--- src/rtl/mm_exp_pkg.sv ---
// Shared constants and state encoding for the mm_exp controller and the
// Montgomery multiplier it drives. Field prime q = 2^255 - 19.
package mm_exp_pkg;

  localparam int unsigned FieldW = 255;
  localparam int unsigned IdxW   = 8;

  localparam logic [FieldW-1:0] Q        = ~255'd18;
  // 2^255 mod q, i.e. the Montgomery representation of 1.
  localparam logic [FieldW-1:0] ONE_MONT = 255'd19;

  typedef enum logic [1:0] {
    StIdle,
    StSqr,
    StMul,
    StDone
  } mm_exp_state_e;

endpackage

--- src/rtl/mm_exp_msb_find.sv ---
// Priority encoder returning the index of the highest set bit of i_vec.
// Used by mm_exp only when MM_EXP_SKIP_LZ_EN is defined.
module mm_exp_msb_find
  import mm_exp_pkg::*;
#(
  parameter int unsigned W = 255
) (
  input  logic [W-1:0]    i_vec,
  output logic [IdxW-1:0] o_idx,
  output logic            o_zero
);

  always_comb begin
    o_idx  = '0;
    o_zero = 1'b1;
    for (int unsigned i = 0; i < W; i++) begin
      if (i_vec[i]) begin
        o_idx  = IdxW'(i);
        o_zero = 1'b0;
      end
    end
  end

endmodule

--- src/rtl/mm_exp.sv ---
// Left-to-right square-and-multiply controller for an external combinational
// Montgomery multiplier. Optional macro: MM_EXP_SKIP_LZ_EN (skip leading zeros).
module mm_exp
  import mm_exp_pkg::*;
#(
  parameter int unsigned W = 255
) (
  input  logic         i_clk,
  input  logic         i_rst,
  input  logic         i_in_valid,
  output logic         o_in_ready,
  input  logic [W-1:0] i_base,
  input  logic [W-1:0] i_exp,
  output logic         o_out_valid,
  input  logic         i_out_ready,
  output logic [W-1:0] o_result,
  output logic [W-1:0] o_mm_x,
  output logic [W-1:0] o_mm_y,
  input  logic [W-1:0] i_mm_r
);

  mm_exp_state_e r_state, w_state_d;
  logic [W-1:0]    r_acc, w_acc_d;
  logic [W-1:0]    r_base, w_base_d;
  logic [W-1:0]    r_exp, w_exp_d;
  logic [IdxW-1:0] r_idx, w_idx_d;

`ifdef MM_EXP_SKIP_LZ_EN
  logic [IdxW-1:0] w_msb;
  logic            w_exp_zero;

  mm_exp_msb_find #(
    .W (W)
  ) u_msb_find (
    .i_vec  (i_exp),
    .o_idx  (w_msb),
    .o_zero (w_exp_zero)
  );
`endif

  always_ff @(posedge i_clk or posedge i_rst) begin
    if (i_rst) begin
      r_state <= StIdle;
      r_acc   <= '0;
      r_base  <= '0;
      r_exp   <= '0;
      r_idx   <= '0;
    end else begin
      r_state <= w_state_d;
      r_acc   <= w_acc_d;
      r_base  <= w_base_d;
      r_exp   <= w_exp_d;
      r_idx   <= w_idx_d;
    end
  end

  always_comb begin
    w_state_d = r_state;
    w_acc_d   = r_acc;
    w_base_d  = r_base;
    w_exp_d   = r_exp;
    w_idx_d   = r_idx;
    unique case (r_state)
      StIdle: begin
        if (i_in_valid) begin
          w_base_d = i_base;
          w_exp_d  = i_exp;
          w_acc_d  = ONE_MONT;
`ifdef MM_EXP_SKIP_LZ_EN
          if (w_exp_zero) begin
            w_state_d = StDone;
          end else begin
            w_idx_d   = w_msb;
            w_state_d = StSqr;
          end
`else
          w_idx_d   = IdxW'(W - 1);
          w_state_d = StSqr;
`endif
        end
      end
      StSqr: begin
        w_acc_d = i_mm_r;
        if (r_exp[r_idx]) begin
          w_state_d = StMul;
        end else if (r_idx == '0) begin
          w_state_d = StDone;
        end else begin
          w_idx_d = r_idx - IdxW'(1);
        end
      end
      StMul: begin
        w_acc_d = i_mm_r;
        if (r_idx == '0) begin
          w_state_d = StDone;
        end else begin
          w_idx_d   = r_idx - IdxW'(1);
          w_state_d = StSqr;
        end
      end
      StDone: begin
        if (i_out_ready) w_state_d = StIdle;
      end
      default: w_state_d = StIdle;
    endcase
  end

  always_comb begin
    o_in_ready  = 1'b0;
    o_out_valid = 1'b0;
    o_result    = '0;
    o_mm_x      = '0;
    o_mm_y      = '0;
    unique case (r_state)
      StIdle: o_in_ready = 1'b1;
      StSqr: begin
        o_mm_x = r_acc;
        o_mm_y = r_acc;
      end
      StMul: begin
        o_mm_x = r_acc;
        o_mm_y = r_base;
      end
      StDone: begin
        o_out_valid = 1'b1;
        o_result    = r_acc;
      end
      default: ;
    endcase
  end

endmodule

--- config.mk ---
export PLATFORM = sky130hd
export DESIGN_NAME = mm_exp
export DESIGN_NICKNAME = d
export VERILOG_FILES = /design/src/rtl/mm_exp_pkg.sv /design/src/rtl/mm_exp_msb_find.sv /design/src/rtl/mm_exp.sv
export SDC_FILE = /design/constraint.sdc
export NUM_CORES = 2
export LEC_CHECK = 0
export BUFFER_PORTS_ARGS = -buffer_cell sky130_fd_sc_hd__buf_2
export CAP_MARGIN = 20
export CORE_AREA = 2 2 605 607
export CTS_BUF_LIST = sky130_fd_sc_hd__clkbuf_4 sky130_fd_sc_hd__clkbuf_8
export CTS_CLUSTER_DIAMETER = 100
export DETAILED_ROUTE_END_ITERATION = 10
export DIE_AREA = 0 0 607 609
export SYNTH_ARGS = -nofsm -noshare
export SYNTH_HDL_FRONTEND = slang
export SYNTH_SLANG_ARGS = --single-unit
--- constraint.sdc ---
create_clock -name i_clk -period 46.2 [get_ports i_clk]
set_input_delay 2.31 -clock i_clk [delete_from_list [all_inputs] [get_ports i_clk]]
set_output_delay 2.31 -clock i_clk [all_outputs]
set_load 0.02 [all_outputs]
==> results.rst <==
.. list-table::
   :header-rows: 1

   * - Metric
     - Value
   * - Status
     - complete, no violations
   * - Detail Placement HPWL
     - 265000 µm
   * - WHS Path Cells
     - 2
   * - Number of maximum-capacitance constraint violations
     - 0
   * - Final Cell Area
     - 0.0536 mm²
   * - Total number of placement rows
     - 222
   * - Post-DR wirelength/cell
     - 31.1 µm
   * - Count of endpoints failing setup in the final report
     - 0
   * - Setup slack after placement
     - 38400 ps
   * - IR Drop Worst-Case VDD
     - 63.3 µV
   * - Clock skew
     - 47.6 ps
   * - Resized cells post-CTS
     - 0
   * - Number of filler instances in the final layout
     - 41632
   * - Vert. Die Dim
     - 609 µm
   * - Top cells by area in the synthesized netlist
     - dfrtp_1 (53%), nand2_1 (16%), a22o_1 (12%), and2_1 (8.7%), mux4_2 (3.4%)
   * - Number of buffers added by the clock tree synthesis step
     - 162
   * - Number of optimization iterations in the first detailed-route pass
     - 8
   * - Total global routing track utilization
     - 16.7%
   * - Hold Fails Final Rpt
     - 0
   * - Slack of the worst reg-to-reg path
     - 41220 ps
   * - Worst Hold Endpoint
     - r_exp[101]$_DFFE_PP0P_
   * - Drt total wl
     - 322000 µm
   * - Share of layout cells above drive strength 1
     - 36.0%
   * - Unrepaired setup endpoints after global routing
     - no
   * - Worst hold path class
     - reg -> reg
   * - Startpoint type of the worst setup path
     - flip-flop
   * - Core area
     - 0.364 mm²
   * - Die outline area
     - 0.370 mm²
   * - CTS HTree Levels
     - 4
   * - Post-synthesis instance total
     - 3877
   * - Maximum root-to-sink buffer count
     - 4
   * - Worst endpoint required time
     - 43890 ps
   * - Summed instance area of the synthesized netlist
     - 0.0366 mm²
   * - Post-route fraction of the period consumed by the critical path
     - 19.0%
   * - Synthesis Warnings
     - 0
   * - Wire length of the first global-routing pass
     - 400000 µm
   * - Clock Sinks
     - 775
   * - Initial antenna violation count
     - 199
   * - Final weighted congestion in routability-driven placement
     - 1.03
   * - Worst Min Path Start
     - r_exp[101]$_DFFE_PP0P_
   * - P&R area growth vs syn
     - 46.4%
   * - Total of flip-flops plus latches after synthesis
     - 775
   * - Clk_lat worst skew
     - 970 ps
   * - Main flop type after synthesis
     - dfrtp_1
   * - Most common cell after layout, fill and taps aside
     - nand2_1
   * - Startpoint of the worst-slack reg-to-reg timing path
     - r_state[0]$_DFFE_PP0P_
   * - Net total in the final layout
     - 6104
   * - Post-synth EDFFs
     - 0
   * - Largest net degree at the start of global routing
     - 107
   * - Share of the synthesized area in the top cell type
     - 53.0%
   * - Number of primary I/O pins
     - 1536
   * - Vias
     - 37553
   * - Via density per instance
     - 3.62
   * - Library cell used as clock root buffer
     - clkbuf_8
   * - Post-Synthesis Mean Instance Area
     - 9.44 µm²
   * - Fraction of registers with async set or reset after synthesis
     - 100%
   * - Peak Freq
     - 0.114 GHz
   * - Post-DP Area
     - 0.0497 mm²
   * - DRC Markers
     - 0
   * - FF-to-FF End
     - r_acc[164]$_DFFE_PP0P_
   * - Highest net fanout along the worst path
     - 73
   * - CTS tree
     - built
   * - Critical path type
     - reg -> out
   * - Path depth of the worst reg2reg path
     - 8
   * - Proportion of synthesized chip area in sequential cells
     - 53.0%
   * - Die outline width
     - 607 µm
   * - Hold buffer count at cts
     - 0
   * - Total negative setup slack
     - 0 ps
   * - Number of buffers inserted to repair setup after CTS
     - 0
   * - Leftover overflow at the end of global routing
     - 0
   * - Final-report max-slew violation count
     - 0
   * - Antenna-violating nets left
     - 0
   * - Relative slew slack
     - 24.2%
   * - Most frequent cells in the layout
     - nand2_1 (1549), buf_2 (1535), dfrtp_1 (772)
   * - Port Buf Inserts
     - 1535
   * - Synthesized net count
     - 4651
   * - Critical path arrival
     - 6470 ps
   * - Initial core utilization
     - 10.1%
   * - Number of library cell types mapped by synthesis
     - 57
   * - Count of routing violations after the opening detailed-route iteration
     - 3860
   * - Post-synthesis cell type with the largest combined area
     - dfrtp_1
   * - Transition at the pin with the smallest max-transition slack
     - 1140 ps
   * - Static power due to leakage
     - 27.4 nW
   * - Final worst path period need
     - 8780 ps
   * - Clock Pin Slew Worst Setup and Hold Paths
     - 70 ps
   * - Via count of the first global-routing pass
     - 36009
   * - Sort of element at the end of the critical path
     - primary output
   * - Least setup slack across all paths after layout
     - 37420 ps
   * - Cell Pwr Density
     - 93.3 mW/mm²
cell type report:
| cell class | instances | area, µm² | share of cell area [%] |
|---|---|---|---|
| well taps | 4816 | 6030 | 11.2 |
| diodes | 100 | 250 | 0.467 |
| flip-flops and latches | 775 | 19400 | 36.2 |
| clock inverters | 37 | 433 | 0.808 |
| inverters | 13 | 56.3 | 0.105 |
| multi-input cells | 2779 | 16000 | 29.8 |
| clock buffers | 248 | 3180 | 5.93 |
| repair buffers | 1599 | 8250 | 15.4 |
per-stage QoR:
| stage | instances | hold slack [ps] | util, % | power [mW] |
|---|---|---|---|---|
| 6_report | 10367 | 470 | 14.7 | 5.00 |
| 5_1_grt | 10305 | 490 | 14.7 | 5.26 |
| 4_1_cts | 10265 | 473 | 14.6 | 5.08 |
| 3_5_place_dp | 9980 | 457 | 13.6 | 4.20 |
| 3_3_place_gp | 9978 | 453 | 13.6 | 4.18 |
| 2_1_floorplan | 3877 | 437 | - | 2.68 |
synthesized netlist by cell type (2+ instances only):
library cell,n
a2111oi_0,5
a211oi_1,2
a21oi_1,7
a22o_1,508
a22oi_1,4
a31oi_1,5
a41oi_1,2
and2_1,511
and4_1,3
buf_1,17
buf_2,13
buf_6,6
clkbuf_1,272
dfrtp_1,775
ha_1,5
inv_1,13
mux2_2,3
mux2i_1,20
mux4_1,3
mux4_2,56
nand2_1,1550
nand2b_1,4
nand3_1,9
nand3b_1,4
nor2_1,19
nor2b_1,8
nor3_1,12
nor4_1,3
o211ai_1,3
o21ai_0,5
o221ai_1,2
o22a_1,3
report_power, final:
group	internal, mW	switching [mW]
logic	0.799	1.63
clock network	0.475	0.372
registers	1.00	0.714
worst max-delay path, cell delays in order, from the launching register on:
cell and delay [ps]:
dfrtp_1 470, inv_1 160, ha_4 710, and2_4 940, buf_4 700, buf_4 950, buf_4 740, a22o_1 270
buf_2 210
kinds of logic after synthesis:
kind of cell,Yosys count,share of synthesized area (%)
multiplexers,82,4.30
flip-flops,775,53.0
buffers and inverters,323,3.50
adder cells (fa/ha/maj),5,0.171
AO/OA/AOI/OAI,561,13.3
AND/OR/NAND/NOR,2131,25.7
metal layers:
| metal | up-vias | wire, µm | global-route usage, % |
|---|---|---|---|
| met3 | 525 | 31500 | 5.85 |
| met1 | 18856 | 124000 | 19.5 |
| met2 | 2175 | 153000 | 27.9 |
| li1 | 15951 | - | - |
| met5 | - | 296 | 0 |
| met4 | 46 | 13500 | 6.42 |
sequential cells by signal, indices dropped and copies added, names as in the netlist:
register and count:
r_acc 255, r_base 255, r_exp 255, r_idx 8, r_state 2
how the worst max path moves through the flow:
stage / cells after the start / startpoint / end / slack [ps]
final: 8 / r_state[0]$_DFFE_PP0P_ / o_mm_y[182] / 37420
after global routing: 8 / r_state[0]$_DFFE_PP0P_ / o_mm_y[182] / 37120
after CTS: 8 / r_state[0]$_DFFE_PP0P_ / o_mm_y[182] / 37270
after detailed placement: 8 / r_state[0]$_DFFE_PP0P_ / o_mm_y[182] / 38400
after global placement: 8 / r_state[0]$_DFFE_PP0P_ / o_mm_y[159] / 38480
after floorplan: 1 / i_rst / r_acc[0]$_DFFE_PP0P_ / 22130
No activity file was read; power rests on OpenSTA's default activity.
